File: config.mk
export PLATFORM = sky130hd
export DESIGN_NAME = cache_ddr_bridge
export DESIGN_NICKNAME = d
export VERILOG_FILES = /design/src/rtl/ddr_bridge_pkg.sv /design/src/rtl/ddr_req_slot.sv /design/src/rtl/cache_ddr_bridge.sv
export SDC_FILE = /design/constraint.sdc
export NUM_CORES = 1
export LEC_CHECK = 0
export ABC_CLOCK_PERIOD_IN_PS = 4700
export BUFFER_PORTS_ARGS = -buffer_cell sky130_fd_sc_hd__buf_4
export CAP_MARGIN = 10
export CORE_ASPECT_RATIO = 1.5
export CORE_MARGIN = 2
export CORE_UTILIZATION = 25
export CTS_BUF_LIST = sky130_fd_sc_hd__clkbuf_4 sky130_fd_sc_hd__clkbuf_8
export DETAILED_ROUTE_END_ITERATION = 16
export GPL_TIMING_DRIVEN = 0
export HOLD_SLACK_MARGIN = 0.05
export PLACE_DENSITY = 0.51
export SYNTH_ARGS = -nofsm -noshare
export SYNTH_HDL_FRONTEND = slang
export SYNTH_HIERARCHICAL = 1
export SYNTH_SLANG_ARGS = --single-unit
File: constraint.sdc
create_clock -name clk -period 4.7 [get_ports clk]
set_input_delay 0.235 -clock clk [delete_from_list [all_inputs] [get_ports clk]]
set_output_delay 0.235 -clock clk [all_outputs]
set_load 0.02 [all_outputs]
File: src/rtl/ddr_bridge_pkg.sv
// Shared types and constants for cache_ddr_bridge and its request slots.
package ddr_bridge_pkg;

    localparam int         LINE_W    = 128;
    localparam logic [2:0] CMD_READ  = 3'b001;
    localparam logic [2:0] CMD_WRITE = 3'b000;

    typedef enum logic [1:0] {
        ST_IDLE,
        ST_WR_ISSUE,
        ST_RD_ISSUE,
        ST_RD_WAIT
    } bridge_state_e;

    // Drops the byte offset inside a 16-byte line; callers cast to their address width.
    function automatic logic [63:0] line_align(input logic [63:0] addr);
        return addr & ~64'hF;
    endfunction

endpackage

File: src/rtl/ddr_req_slot.sv
// One pending-request slot: a flag plus a captured payload ({addr,data} or addr alone).
module ddr_req_slot #(
    parameter int W = 27
) (
    input  logic         clk,
    input  logic         rstn,
    input  logic         cap,
    input  logic         clr,
    input  logic [W-1:0] cap_payload,
    output logic         pending,
    output logic [W-1:0] payload
);

    // A capture while the slot is occupied (pending or in service) is dropped.
    always_ff @(posedge clk) begin
        if (!rstn) begin
            pending <= 1'b0;
            payload <= '0;
        end else if (clr) begin
            pending <= 1'b0;
        end else if (cap && !pending) begin
            pending <= 1'b1;
            payload <= cap_payload;
        end
    end

endmodule

File: src/rtl/cache_ddr_bridge.sv
// Cache line requests to DDR2 app interface, one transaction at a time, writes first.
// Optional read-data watchdog enabled by defining DDR_BRIDGE_TIMEOUT_EN.
module cache_ddr_bridge #(
    parameter int LINE_W         = ddr_bridge_pkg::LINE_W,
    parameter int ADDR_W         = 27,
    parameter int TIMEOUT_CYCLES = 4096
) (
    input  logic              clk,
    input  logic              rstn,
    input  logic [ADDR_W-1:0] cache2DDR_rd_addr,
    input  logic              cache2DDR_rd_en,
    output logic              DDR2cache_rd_fin,
    output logic [LINE_W-1:0] DDR2cache_rd_data,
    input  logic [ADDR_W-1:0] cache2DDR_wr_addr,
    input  logic [LINE_W-1:0] cache2DDR_wr_data,
    input  logic              cache2DDR_wr_en,
    output logic              DDR2cache_wr_fin,
    output logic [ADDR_W-1:0] app_addr,
    output logic [2:0]        app_cmd,
    output logic              app_en,
    input  logic              app_rdy,
    output logic [LINE_W-1:0] app_wdf_data,
    output logic              app_wdf_wren,
    output logic              app_wdf_end,
    output logic [15:0]       app_wdf_mask,
    input  logic              app_wdf_rdy,
    input  logic [LINE_W-1:0] app_rd_data,
    input  logic              app_rd_data_valid,
    input  logic              init_calib_complete,
    output logic              bridge_err
);
    import ddr_bridge_pkg::*;

    localparam int WR_W = ADDR_W + LINE_W;

    bridge_state_e     state;
    logic              wr_pend, rd_pend, wr_clr, rd_clr, rd_tmo;
    logic [WR_W-1:0]   wr_slot_q;
    logic [ADDR_W-1:0] rd_slot_q;
    logic              wr_req, rd_req, wr_cmd_done, wr_dat_done;
    logic [ADDR_W-1:0] wr_addr_eff, rd_addr_eff;
    logic [LINE_W-1:0] wr_data_eff;

    ddr_req_slot #(.W(WR_W)) u_wr_slot (
        .clk         (clk),
        .rstn        (rstn),
        .cap         (cache2DDR_wr_en),
        .clr         (wr_clr),
        .cap_payload ({cache2DDR_wr_addr, cache2DDR_wr_data}),
        .pending     (wr_pend),
        .payload     (wr_slot_q)
    );

    ddr_req_slot #(.W(ADDR_W)) u_rd_slot (
        .clk         (clk),
        .rstn        (rstn),
        .cap         (cache2DDR_rd_en),
        .clr         (rd_clr),
        .cap_payload (cache2DDR_rd_addr),
        .pending     (rd_pend),
        .payload     (rd_slot_q)
    );

    // IDLE also looks at same-cycle pulses so a fresh request issues the next cycle.
    assign wr_req = wr_pend | cache2DDR_wr_en;
    assign rd_req = rd_pend | cache2DDR_rd_en;
    assign {wr_addr_eff, wr_data_eff} = wr_pend ? wr_slot_q
                                                : {cache2DDR_wr_addr, cache2DDR_wr_data};
    assign rd_addr_eff = rd_pend ? rd_slot_q : cache2DDR_rd_addr;

    assign wr_cmd_done = !app_en || app_rdy;
    assign wr_dat_done = !app_wdf_wren || app_wdf_rdy;
    assign wr_clr      = (state == ST_WR_ISSUE) && wr_cmd_done && wr_dat_done;
    assign rd_clr      = (state == ST_RD_WAIT) && (app_rd_data_valid || rd_tmo);

    assign app_wdf_end  = app_wdf_wren;
    assign app_wdf_mask = '0;

    always_ff @(posedge clk) begin
        if (!rstn) begin
            state             <= ST_IDLE;
            app_en            <= 1'b0;
            app_cmd           <= CMD_WRITE;
            app_addr          <= '0;
            app_wdf_wren      <= 1'b0;
            app_wdf_data      <= '0;
            DDR2cache_wr_fin  <= 1'b0;
            DDR2cache_rd_fin  <= 1'b0;
            DDR2cache_rd_data <= '0;
        end else begin
            DDR2cache_wr_fin <= 1'b0;
            DDR2cache_rd_fin <= 1'b0;
            case (state)
                ST_IDLE: begin
                    if (init_calib_complete) begin
                        if (wr_req) begin
                            state        <= ST_WR_ISSUE;
                            app_en       <= 1'b1;
                            app_cmd      <= CMD_WRITE;
                            app_addr     <= ADDR_W'(line_align(64'(wr_addr_eff)));
                            app_wdf_wren <= 1'b1;
                            app_wdf_data <= wr_data_eff;
                        end else if (rd_req) begin
                            state    <= ST_RD_ISSUE;
                            app_en   <= 1'b1;
                            app_cmd  <= CMD_READ;
                            app_addr <= ADDR_W'(line_align(64'(rd_addr_eff)));
                        end
                    end
                end
                // Command and data handshakes retire independently, in either order.
                ST_WR_ISSUE: begin
                    if (app_rdy)     app_en       <= 1'b0;
                    if (app_wdf_rdy) app_wdf_wren <= 1'b0;
                    if (wr_clr) begin
                        DDR2cache_wr_fin <= 1'b1;
                        state            <= ST_IDLE;
                    end
                end
                ST_RD_ISSUE: begin
                    if (app_rdy) begin
                        app_en <= 1'b0;
                        state  <= ST_RD_WAIT;
                    end
                end
                ST_RD_WAIT: begin
                    if (app_rd_data_valid) begin
                        DDR2cache_rd_data <= app_rd_data;
                        DDR2cache_rd_fin  <= 1'b1;
                        state             <= ST_IDLE;
                    end else if (rd_tmo) begin
                        DDR2cache_rd_data <= '0;
                        DDR2cache_rd_fin  <= 1'b1;
                        state             <= ST_IDLE;
                    end
                end
                default: state <= ST_IDLE;
            endcase
        end
    end

`ifdef DDR_BRIDGE_TIMEOUT_EN
    localparam int TMO_W = $clog2(TIMEOUT_CYCLES + 1);

    logic [TMO_W-1:0] tmo_cnt;

    // Counter sits at zero outside RD_WAIT, so each wait starts from a clean count.
    assign rd_tmo = (state == ST_RD_WAIT) && !app_rd_data_valid
                    && (tmo_cnt == TMO_W'(TIMEOUT_CYCLES - 1));

    always_ff @(posedge clk) begin
        if (!rstn) begin
            tmo_cnt    <= '0;
            bridge_err <= 1'b0;
        end else begin
            tmo_cnt <= (state == ST_RD_WAIT) ? tmo_cnt + TMO_W'(1) : '0;
            if (rd_tmo) bridge_err <= 1'b1;
        end
    end
`else
    assign rd_tmo     = 1'b0;
    assign bridge_err = 1'b0;
`endif

endmodule

Word-level counts from Yosys, hierarchy flattened
Cells that the tools add are included.
{"block": "totals", "ff_bits": 476, "latch_bits": 0, "ram_bits": 0, "romBits": 0, "input_bits": 318, "out_inout_bits": 308, "wordCells": 81, "n_memories": 0}
{"block": "classes", "n_addsub": 0, "mul": 0, "n_div": 0, "magnitude_cmp": 0, "eq_ne": 11, "n_shift": 0, "n_mux": 24, "bitwise": 5, "reduce_logical": 28}
{"operator": "two-way mux 155 bit", "n": 1}
{"operator": "two-way mux 27 bit", "n": 3}
{"operator": "two-way mux 2 bit", "n": 6}
{"operator": "!= test 2 bit (second input constant)", "n": 5}
{"operator": "AND reduction 2 bit", "n": 5}
{"operator": "two-way mux 1 bit", "n": 9}
{"operator": "one-hot mux 2 bit (4 select lines)", "n": 1}
{"operator": "AND reduction 4 bit", "n": 2}
{"operator": "two-way mux 3 bit", "n": 2}
{"operator": "AND reduction 3 bit", "n": 2}
{"operator": "nonzero test 2 bit", "n": 3}
{"operator": "OR reduction 2 bit", "n": 3}
{"operator": "logical AND 1 bit", "n": 5}
{"operator": "AND reduction 5 bit", "n": 1}
{"operator": "equality test 2 bit (second input constant)", "n": 2}
{"operator": "zero test 1 bit", "n": 4}
{"operator": "!= test 2 x 1 -> 1 bit (second input constant)", "n": 2}
{"operator": "one-hot mux 1 bit (2 select lines)", "n": 2}
{"operator": "!= test 3 bit (second input constant)", "n": 1}
{"operator": "NOT 1 bit", "n": 3}
{"operator": "equality test 2 x 1 -> 1 bit (second input constant)", "n": 1}
{"operator": "zero test 2 bit", "n": 1}
{"operator": "logical OR 1 bit", "n": 2}
{"operator": "bitwise OR 1 bit", "n": 2}

Depth between registers and ports, before layout
Gate-level depths: netlist (run 1).
{"block": "depth", "ltp_word": 6, "mapped_depth": 9, "mapped_depth_nobuf": 6}

Modules after synthesis
The synthesis (run 1) kept the hierarchy.
{"mod": "cache_ddr_bridge", "n_inst": 1, "cells_per_inst": 1380, "area_each_um2": 12181.7, "seq_area_each_um2": 5725.5}
{"mod": "ddr_req_slot at u_wr_slot", "n_inst": 1, "cells_per_inst": 676, "area_each_um2": 6374.9, "seq_area_each_um2": 3123.0}
{"mod": "ddr_req_slot at u_rd_slot", "n_inst": 1, "cells_per_inst": 121, "area_each_um2": 1138.6, "seq_area_each_um2": 560.5}

Worst setup path after synthesis (run 1)
No wires, ideal clock.
{"block": "synth_timing", "path_type": "reg-to-reg", "start": "reg state[0]", "end": "reg u_rd_slot.payload[0]", "setup_time_ns": 0.072, "arrival_time_ns": 1.671, "t_required_ns": 4.628, "path_slack_ns": 2.958, "path_stages_with_launch": 10, "n_path_buf": 4, "period_less_slack_ns": 1.742, "cell_sequence": "dfxtp_1 ha_1 nand2_1 inv_1 clkbuf_1 buf_2 nor3b_2 buf_6 buf_12 mux2i_1"}
{"block": "synth_via", "elab_chain_cells": 4}
{"item": "start: declaration", "line_no": "cache_ddr_bridge.sv:36", "source": "bridge_state_e state;"}
{"item": "start signal: assignment", "line_no": "cache_ddr_bridge.sv:81", "source": "state <= ST_IDLE;"}
{"item": "start signal: assignment", "line_no": "cache_ddr_bridge.sv:97", "source": "state <= ST_WR_ISSUE;"}
{"item": "start signal: assignment", "line_no": "cache_ddr_bridge.sv:104", "source": "state <= ST_RD_ISSUE;"}
{"item": "equality test 2 bit", "line_no": "cache_ddr_bridge.sv:74", "source": "assign rd_clr = (state == ST_RD_WAIT) && (app_rd_data_valid || rd_tmo);"}
{"item": "logical AND 1 bit", "line_no": "cache_ddr_bridge.sv:74"}
{"item": "net rd_clr", "line_no": "cache_ddr_bridge.sv:37", "source": "logic wr_pend, rd_pend, wr_clr, rd_clr, rd_tmo;"}
{"item": "NOT 1 bit (no source line)"}
{"item": "AND reduction 2 bit (no source line)"}
{"item": "end signal: assignment", "line_no": "ddr_req_slot.sv:23", "source": "payload <= cap_payload;"}
{"item": "end: declaration", "line_no": "ddr_req_slot.sv:11", "source": "output logic [W-1:0] payload"}
The timed path passes the listed nets, and every way through them passes these cells.
A chain may end at the register's enable or synchronous reset.

Worst setup path after layout (run 1)
{"block": "layout_timing", "start": "reg state[0]", "end": "reg u_rd_slot.pending"}
{"block": "layout_via", "elab_chain_cells": 3}
{"item": "equality test 2 bit", "line_no": "cache_ddr_bridge.sv:74"}
{"item": "logical AND 1 bit", "line_no": "cache_ddr_bridge.sv:74"}
{"item": "net rd_clr", "line_no": "cache_ddr_bridge.sv:37"}
{"item": "OR reduction 2 bit (no source line)"}
{"item": "end signal: assignment", "line_no": "ddr_req_slot.sv:17", "source": "pending <= 1'b0;"}
{"item": "end signal: assignment", "line_no": "ddr_req_slot.sv:20", "source": "pending <= 1'b0;"}
{"item": "end signal: assignment", "line_no": "ddr_req_slot.sv:22", "source": "pending <= 1'b1;"}
{"item": "end: declaration", "line_no": "ddr_req_slot.sv:10", "source": "output logic pending,"}
The timed path passes the listed nets, and every way through them passes these cells.

==> results.py, run 1 <==
metrics = {
    "status": {
        "status": "complete, no violations",
    },
    "clock_tree": {
        "cts_tree": "yes",
        "clock-sinks": 462,
        "cts_max_level": 3,
        "clk_latency_ns": 0.67,
        "cts_buffers": 81,
        "path_clk_slew_ns": 0.06,
        "cts-root-buf": "clkbuf_8",
        "cts.path.max_buffers": 3,
    },
    "power_and_ir_drop": {
        "internal_power_mw": 8.52,
        "power_density_nw_per_um2": 426,
        "peakVddDrop_mv": 0.284,
        "p_clk_share_pct": 31.3,
        "netSwitchingPower_mw": 4.31,
        "p_leak_nw": 12.8,
        "sw_frac_of_total_pct": 33.6,
        "p_seq_share_pct": 37.5,
        "p_comb_share_pct": 31.1,
    },
    "setup_path": {
        "crit_start": "state[0]$_SDFFE_PN0P_",
        "required_ns": 5.25,
        "crit_arrival_ns": 3.12,
        "path_class": "flip-flop to flip-flop",
        "crit_fanout": 11,
        "critical_path.cell_chain": "ha_1, nand2_1, inv_1, clkbuf_1, buf_2, nor3b_1, dlygate4sd3_1",
        "slowest_stage": "clkbuf_1",
        "critPathCapture": "u_rd_slot/pending$_SDFFE_PP0P_",
        "ff2ff_setup_slack_ns": 2.13,
        "rr_endpoint": "u_rd_slot/pending$_SDFFE_PP0P_",
        "cpPeakStageDelay_ns": 0.59,
        "timing.rr.start": "state[0]$_SDFFE_PN0P_",
        "crit_path_end_kind": "flip-flop",
        "crit_path_start_kind": "flip-flop",
        "worst_r2r_path_depth": 7,
    },
    "final_layout": {
        "syn2layout_area_growth_pct": 55.2,
        "register_area_sq_um": 9250,
        "multiInputGateArea_sq_um": 8870,
        "fill_cells": 7971,
        "drive_gt1_share_pct": 27.8,
        "nets": 3481,
    },
    "sta": {
        "tightest_slew_ns": 0.887,
        "min_period_over_period_pct": 54.7,
        "rsz0062_at_grt": "no",
        "setup_viol": 0,
        "finalSetupTns_ns": 0,
        "fmax_mhz": 389,
        "hold_viol_final": 0,
        "maxSlewViolCount": 0,
        "fin_ws_ns": 2.13,
        "fin_crit_ns": 2.57,
        "slew_headroom_pct": 40.9,
        "fin_worst_skew_ns": 0.0265,
    },
    "floorplan": {
        "die-area_sq_um": 79900,
        "ioPinCount": 626,
        "die_w_um": 231,
        "chipHeight_um": 345,
        "fp-row-count": 125,
        "start_util_pct": 25.2,
        "core_sq_um": 77100,
    },
    "global_route": {
        "antenna_found_initial": 12,
        "grt_max_degree": 13,
        "grt_pass1_vias": 19300,
        "grtUsageTotal_pct": 18.7,
        "grt_pass1_wl_mm": 115,
        "grt-ovfl-total": 0,
    },
    "synth": {
        "ys_warn_count": 6,
        "syn_inst": 2145,
        "netlist_area_sq_um": 19400,
        "synth.avg_cell_area_sq_um": 9.04,
    },
    "drt": {
        "postRouteAntennaNets": 0,
        "drtIter0Drc": 721,
        "wl_per_cell_um": 18.0,
        "vias": 18500,
        "via_per_inst": 4.35,
        "routed_wl_mm": 76.6,
        "dr.pass1.iters": 4,
        "drc": 0,
    },
    "placement": {
        "place_ws_ns": 2.25,
        "place_hpwl_mm": 57.1,
        "gp_congestion": 0.847,
        "io_buffer_count": 593,
    },
    "min_path": {
        "min_path_type": "input pin to flip-flop",
    },
    "flow_run": {
        "maxCapViolations": 0,
    },
}
## through the flow
step	cell area (sq um)	utilization (%)	cells	power, mW	hold WS [ns]
floorplan	19500	-	2167	7.19	0.351
global placement	25200	32.7	3776	8.70	0.441
detailed placement	25200	32.7	3776	8.72	0.447
CTS	30100	39.0	4234	13.1	0.0553
global route	30100	39.1	4242	13.5	0.0869
finish	30100	39.1	4242	12.8	0.132
## registers in the layout, summed over array words and instances (netlist names)
name	flops
app_wdf_data	128
u_rd_slot/pending	1
DDR2cache_rd_fin	1
app_addr	23
u_wr_slot/pending	1
u_wr_slot/payload	151
state	2
u_rd_slot/payload	23
DDR2cache_rd_data	128
DDR2cache_wr_fin	1
app_en	1
app_cmd	1
app_wdf_end	1
## power groups by stage
stage / Combinational [mW] / Clock [mW] / Sequential [mW]
floorplan: 1.91 / 0 / 5.27
global placement: 3.81 / 0 / 4.89
detailed placement: 3.82 / 0 / 4.90
CTS: 4.06 / 4.17 / 4.82
global route: 4.32 / 4.33 / 4.88
finish: 3.99 / 4.02 / 4.82
## repair_timing
action	in CTS	in global routing
setup buffers	0	0
hold endpoints to repair	462	0
hold buffers	316	0
resized for setup	0	0
## critical path, delay by kind of cell (launching register included)
kind	cells	cell delay, ns
adders and majority gates	1	0.21
buffers and inverters	4	1.65
DFF	1	0.38
and+or+nand+nor	2	0.20
## metal layers
| layer | GRT usage, % | vias to the layer above | share of wire [%] |
|---|---|---|---|
| met3 | 4.20 | 132 | 5.9 |
| li1 | - | 9197 | - |
| met5 | 0 | - | 0.088 |
| met1 | 21.2 | 8575 | 40 |
| met4 | 7.18 | 10 | 3.0 |
| met2 | 33.6 | 537 | 51 |
## cell type report
cell class                      instances  area share [%]
Antenna cell                            8          0.0665
Buffer                                202            4.41
Clock buffer                          127            5.18
Clock inverter                         15           0.553
Inverter                                7          0.0873
Multi-Input combinational cell       1496            29.5
Sequential cell                       462            30.7
Tap cell                             1016            4.22
Timing Repair Buffer                  909            25.3
## layout by cell type (no fill, tap or decap), types with 2 or more instances in the layout
cell	count
a211oi_1	118
a211oi_2	11
a21boi_0	43
a21oi_1	109
a22oi_1	2
and3_1	2
buf_1	13
buf_12	18
buf_2	78
buf_4	632
buf_6	3
bufinv_16	2
clkbuf_1	50
clkbuf_4	30
clkbuf_8	97
clkinv_2	7
clkinv_8	2
conb_1	23
dfxtp_1	462
diode_2	8
dlygate4sd3_1	316
ha_1	4
inv_1	6
inv_8	2
mux2i_1	351
nand2_1	634
nor2_1	134
nor2_4	2
nor2b_1	2
nor3b_1	2
o21ai_0	48
## how the worst min path moves through the flow
stage                                                   from                                  to  slack (ns)  cells after the start
after detailed placement  u_wr_slot/payload[90]$_SDFFE_PN0P_  u_wr_slot/payload[90]$_SDFFE_PN0P_        0.45                      2
after floorplan                                  app_wdf_rdy            app_wdf_end$_SDFFE_PN0P_        0.35                      1
after CTS                                               rstn   u_rd_slot/payload[5]$_SDFFE_PN0P_        0.06                      4
final                                                   rstn   u_rd_slot/payload[5]$_SDFFE_PN0P_        0.13                      4
after global placement    u_rd_slot/payload[13]$_SDFFE_PN0P_  u_rd_slot/payload[13]$_SDFFE_PN0P_        0.44                      2
after global routing                                    rstn   u_rd_slot/payload[5]$_SDFFE_PN0P_        0.09                      4
Power figures use the tool's default switching activity.
==> run 2, diff against run 1 <==
ABC_CLOCK_PERIOD_IN_PS = 2700   (was 4700)
clock period = 2.7 ns   (was 4.7 ns; I/O delays follow)
==> results.py, run 2 (synthesis results as in run 1) <==
metrics = {
    "status": {
        "status": "complete, no violations",
    },
    "drt": {
        "routed_wl_mm": 76.8,
        "drc": 0,
        "postRouteAntennaNets": 0,
        "wl_per_cell_um": 18.0,
        "dr.pass1.iters": 4,
        "via_per_inst": 4.36,
        "drtIter0Drc": 670,
        "vias": 18600,
    },
    "power_and_ir_drop": {
        "power_mw": 22.4,
        "power_density_nw_per_um2": 736,
        "p_leak_nw": 12.9,
        "peakVddDrop_mv": 0.491,
    },
    "floorplan": {
        "core_sq_um": 77100,
        "fp-row-count": 125,
        "chipHeight_um": 345,
        "ioPinCount": 626,
        "die_w_um": 231,
        "start_util_pct": 25.2,
        "die-area_sq_um": 79900,
    },
    "setup_path": {
        "crit_path_start_kind": "flip-flop",
        "cpPeakStageDelay_ns": 0.57,
        "worst_r2r_path_depth": 9,
        "crit_fanout": 10,
        "crit_arrival_ns": 3.05,
        "path_buf_inv": 4,
        "cp.depth": 9,
        "slowest_stage": "dlygate4sd3_1",
        "required_ns": 3.32,
        "path_class": "flip-flop to flip-flop",
        "crit_path_end_kind": "flip-flop",
        "crit_family": "buffers and inverters",
        "critical_path.cell_chain": "inv_1, ha_1, buf_4, nand2_1, nor2_4, clkbuf_4, a21oi_1, a311oi_1, dlygate4sd3_1",
    },
    "global_route": {
        "grt_max_degree": 13,
        "grt_pass1_vias": 19500,
        "grtUsageTotal_pct": 18.8,
        "grt-ovfl-total": 0,
        "grt_pass1_wl_mm": 115,
        "antenna_found_initial": 12,
    },
    "placement": {
        "io_buffer_count": 593,
        "gp_congestion": 0.847,
        "place_ws_ns": 0.255,
        "dp.cells": 3776,
        "place_hpwl_mm": 57.1,
        "dpl_cell_area_sq_um": 25200,
    },
    "sta": {
        "tightest_slew_ns": 0.884,
        "fin_crit_ns": 2.44,
        "slew_headroom_pct": 41.1,
        "worst_hold_slack_ns": 0.113,
        "rsz0062_at_grt": "no",
        "finalSetupTns_ns": 0,
        "hold_viol_final": 0,
        "fmax_mhz": 411,
        "min_period_over_period_pct": 90.2,
        "fin_ws_ns": 0.264,
        "maxSlewViolCount": 0,
        "setup_viol": 0,
        "fin_worst_skew_ns": 0.0298,
    },
    "final_layout": {
        "final_core_util_pct": 39.4,
        "drive_gt1_share_pct": 27.5,
        "largest-register": "u_wr_slot/payload",
        "layout_commonest_cell": "nand2_1",
        "design_area_sq_um": 30400,
        "largest_register_ffs": 151,
        "instances_no_fill": 4270,
        "syn2layout_area_growth_pct": 56.7,
        "nets": 3509,
        "top_regs": "u_wr_slot/payload: 151 flops, DDR2cache_rd_data: 128 flops, app_wdf_data: 128 flops",
        "fill_cells": 7965,
        "layout_common_cells": "634 x nand2_1, 632 x buf_4, 462 x dfxtp_1",
    },
    "min_path": {
        "hold_path_depth": 4,
        "min_path_type": "input pin to flip-flop",
    },
    "clock_tree": {
        "cts_tree": "yes",
        "cts.path.max_buffers": 3,
        "cts_max_level": 3,
        "cts_buffers": 81,
        "path_clk_slew_ns": 0.06,
        "clock-sinks": 462,
        "cts-root-buf": "clkbuf_8",
        "clk_latency_ns": 0.67,
    },
    "flow_run": {
        "maxCapViolations": 0,
    },
}
-- run 2: final timing paths --
| check | end | start | slack, ns |
|---|---|---|---|
| setup / recovery | app_wdf_end$_SDFFE_PN0P_ | state[1]$_SDFFE_PN0P_ | 0.26 |
| hold / removal | u_wr_slot/payload[7]$_SDFFE_PN0P_ | rstn | 0.11 |
| setup reg to reg | app_wdf_end$_SDFFE_PN0P_ | state[1]$_SDFFE_PN0P_ | 0.26 |
| hold reg to reg | DDR2cache_rd_data[9]$_SDFFE_PN0P_ | DDR2cache_rd_data[9]$_SDFFE_PN0P_ | 0.45 |
-- run 2: tightest hold or removal path, cell delays in order --
cell and delay [ns]:
clkbuf_1 0.12, clkbuf_1 0.27, nand2_1 0.13, mux2i_1 0.05
-- run 2: per-layer routing --
metal  up-vias  wire length [um]  track usage, %
li1       9253                 -               -
met1      8682             30900            21.3
met2       529             39000            33.9
met3       134              4460            4.20
met4        10              2320            7.18
met5         -                58               0
-- run 2: what timing repair did --
action	4_1_cts	5_1_grt
resized for setup	0	1
endpoints found under the setup margin	0	2
setup buffers	0	0
endpoints found under the hold margin	462	0
hold buffers	345	0
-- run 2: area by class of cell --
class | count | area, sq um | share of cell area (%)
buffer | 201 | 1330 | 4.37
antenna | 8 | 20.0 | 0.0659
inverter | 7 | 26.3 | 0.0864
clock buffer | 127 | 1560 | 5.13
timing repair buffer | 938 | 7910 | 26.0
multi-input combinational | 1496 | 8870 | 29.2
clock inverter | 15 | 166 | 0.547
sequential | 462 | 9250 | 30.4
tap | 1016 | 1270 | 4.18
-- run 2: where the power goes --
part | internal (mW) | total, mW | switching (mW)
logic | 3.15 | 6.99 | 3.85
registers | 7.84 | 8.39 | 0.550
clock network | 3.88 | 7.00 | 3.12
total | 14.9 | 22.4 | 7.51
==> run 3, diff against run 2 <==
ABC_CLOCK_PERIOD_IN_PS = 2000   (was 2700)
PLACE_DENSITY = 0.53   (was 0.51)
clock period = 2 ns   (was 2.7 ns; I/O delays follow)
==> results.py, run 3 (synthesis results as in run 1) <==
metrics = {
    "sta": {
        "slew_headroom_pct": 36.8,
        "min_period_over_period_pct": 95.7,
        "hold_viol_final": 0,
        "fin_crit_ns": 1.91,
        "fin_worst_skew_ns": 0.0271,
        "setup_viol": 0,
        "rsz0062_at_grt": "yes",
        "fmax_mhz": 522,
        "tightest_slew_ns": 0.948,
        "fin_ws_ns": 0.0859,
        "maxSlewViolCount": 0,
        "worst_hold_slack_ns": 0.135,
    },
    "final_layout": {
        "instances_no_fill": 4288,
        "drive_gt1_share_pct": 28.4,
        "top_regs": "u_wr_slot/payload: 151 flops, DDR2cache_rd_data: 128 flops, app_wdf_data: 128 flops",
        "layout_commonest_cell": "buf_4",
        "largest-register": "u_wr_slot/payload",
        "syn2layout_area_growth_pct": 59.4,
        "layout_common_cells": "638 x buf_4, 632 x nand2_1, 460 x dfxtp_1",
        "nets": 3532,
        "final_core_util_pct": 40.1,
        "design_area_sq_um": 30900,
        "largest_register_ffs": 151,
    },
    "power_and_ir_drop": {
        "p_seq_share_pct": 36.7,
        "p_comb_share_pct": 32.2,
        "peakVddDrop_mv": 0.590,
        "p_clk_share_pct": 31.1,
        "p_leak_nw": 13.1,
        "sw_frac_of_total_pct": 33.4,
        "netSwitchingPower_mw": 10.3,
        "internal_power_mw": 20.6,
        "power_density_nw_per_um2": 1000,
    },
    "setup_path": {
        "slowest_stage": "dfxtp_2",
        "crit_fanout": 10,
        "crit_top_cell": "buf_6",
        "crit_path_end_kind": "flip-flop",
        "critical_path.cell_chain": "inv_1, ha_1, buf_6, nand2_4, nor2_4, buf_12, buf_6, clkbuf_16, clkbuf_4, a211oi_1",
        "cpPeakStageDelay_ns": 0.36,
        "path_class": "flip-flop to flip-flop",
        "crit_arrival_ns": 2.50,
        "required_ns": 2.58,
        "worst_r2r_path_depth": 10,
        "crit_path_start_kind": "flip-flop",
    },
    "clock_tree": {
        "clk_latency_ns": 0.68,
        "cts-root-buf": "clkbuf_8",
        "clock-sinks": 462,
        "cts.path.max_buffers": 3,
        "cts_max_level": 3,
        "path_clk_slew_ns": 0.06,
        "cts_tree": "yes",
        "cts_buffers": 82,
    },
    "drt": {
        "drc": 0,
        "dr.pass1.iters": 6,
        "via_per_inst": 4.36,
        "routed_wl_mm": 79.2,
        "postRouteAntennaNets": 0,
        "vias": 18700,
        "drtIter0Drc": 781,
        "wl_per_cell_um": 18.5,
    },
    "placement": {
        "place_ws_ns": -0.398,
        "gp_congestion": 0.870,
        "io_buffer_count": 593,
        "dpl_cell_area_sq_um": 25200,
        "place_hpwl_mm": 57.1,
        "dp.cells": 3776,
    },
    "global_route": {
        "grt_max_degree": 13,
        "grtUsageTotal_pct": 18.9,
        "grt_pass1_wl_mm": 116,
        "grt-ovfl-total": 0,
        "grt_pass1_vias": 19400,
        "antenna_found_initial": 14,
    },
    "floorplan": {
        "chipHeight_um": 345,
        "die_w_um": 231,
        "die-area_sq_um": 79900,
        "core_sq_um": 77100,
        "ioPinCount": 626,
        "fp-row-count": 125,
        "start_util_pct": 25.2,
    },
    "min_path": {
        "min_path_type": "input pin to flip-flop",
        "hold_path_depth": 3,
    },
    "status": {
        "status": "complete, no violations",
    },
    "flow_run": {
        "maxCapViolations": 0,
    },
}
## run 3: cell count changes in the layout (fill, tap and decap cells not counted), moves of 6 or more
| cell | delta |
|---|---|
| buf_2 | -16 |
| dlygate4sd3_1 | +10 |
| a211oi_1 | -9 |
| a211oi_2 | +9 |
| buf_12 | +8 |
| buf_6 | +7 |
| clkbuf_1 | -7 |
| clkbuf_2 | +7 |
| buf_4 | +6 |
| clkbuf_8 | +6 |
## run 3: through the flow
stage	setup TNS [ns]	total power, mW
6_report	0	30.9
5_1_grt	-0.0286	32.6
4_1_cts	0	31.1
3_5_place_dp	-36.67	20.5
3_3_place_gp	-33.18	20.5
2_1_floorplan	0	16.9
## run 3: worst max-delay path, delay by kind of cell, from the launching register on
| family | cells | cell delay, ns |
|---|---|---|
| buffers and inverters | 6 | 0.84 |
| DFF | 1 | 0.36 |
| AOI/OAI and AO/OA | 1 | 0.25 |
| adders and majority gates | 1 | 0.20 |
| and+or+nand+nor | 2 | 0.15 |
## run 3: per-layer routing
layer	GRT usage, %	wire (um)	share of wire [%]
met1	21.0	31500	40
met2	33.7	39500	50
met3	4.46	4680	5.9
met4	9.07	3450	4.4
met5	0	75	0.095
## run 3: path summary, 6_finish.rpt
check | start | end | slack, ns
max reg2reg | state[0]$_SDFFE_PN0P_ | app_wdf_data[21]$_SDFFE_PN0P_ | 0.09
max | state[0]$_SDFFE_PN0P_ | app_wdf_data[21]$_SDFFE_PN0P_ | 0.09
min | rstn | DDR2cache_rd_data[99]$_SDFFE_PN0P_ | 0.14
min reg2reg | DDR2cache_rd_data[51]$_SDFFE_PN0P_ | DDR2cache_rd_data[51]$_SDFFE_PN0P_ | 0.45
## run 3: area by class of cell
class / instances / area [sq um]
Fill cell: 7844 / 46200
Sequential cell: 462 / 9250
Multi-Input combinational cell: 1496 / 8930
Timing Repair Buffer: 959 / 8180
Clock buffer: 124 / 1580
Buffer: 202 / 1460
Tap cell: 1016 / 1270
Clock inverter: 16 / 196
Inverter: 7 / 26.3
Antenna cell: 6 / 15.0
## run 3: power by group through the flow
stage | logic (mW) | registers (mW) | clock network, mW
global placement | 8.96 | 11.5 | 0
detailed placement | 8.99 | 11.5 | 0
global route | 10.7 | 11.5 | 10.4
floorplan | 4.50 | 12.4 | 0
CTS | 9.71 | 11.4 | 10.0
finish | 9.95 | 11.4 | 9.62
## run 3: timing repair
item,in CTS,in global routing
cloned,0,3
setup buffers,4,4
setup endpoints to repair,419,314
hold buffers,355,0
pin swaps,0,2
endpoints found under the hold margin,462,0
resized for setup,23,49
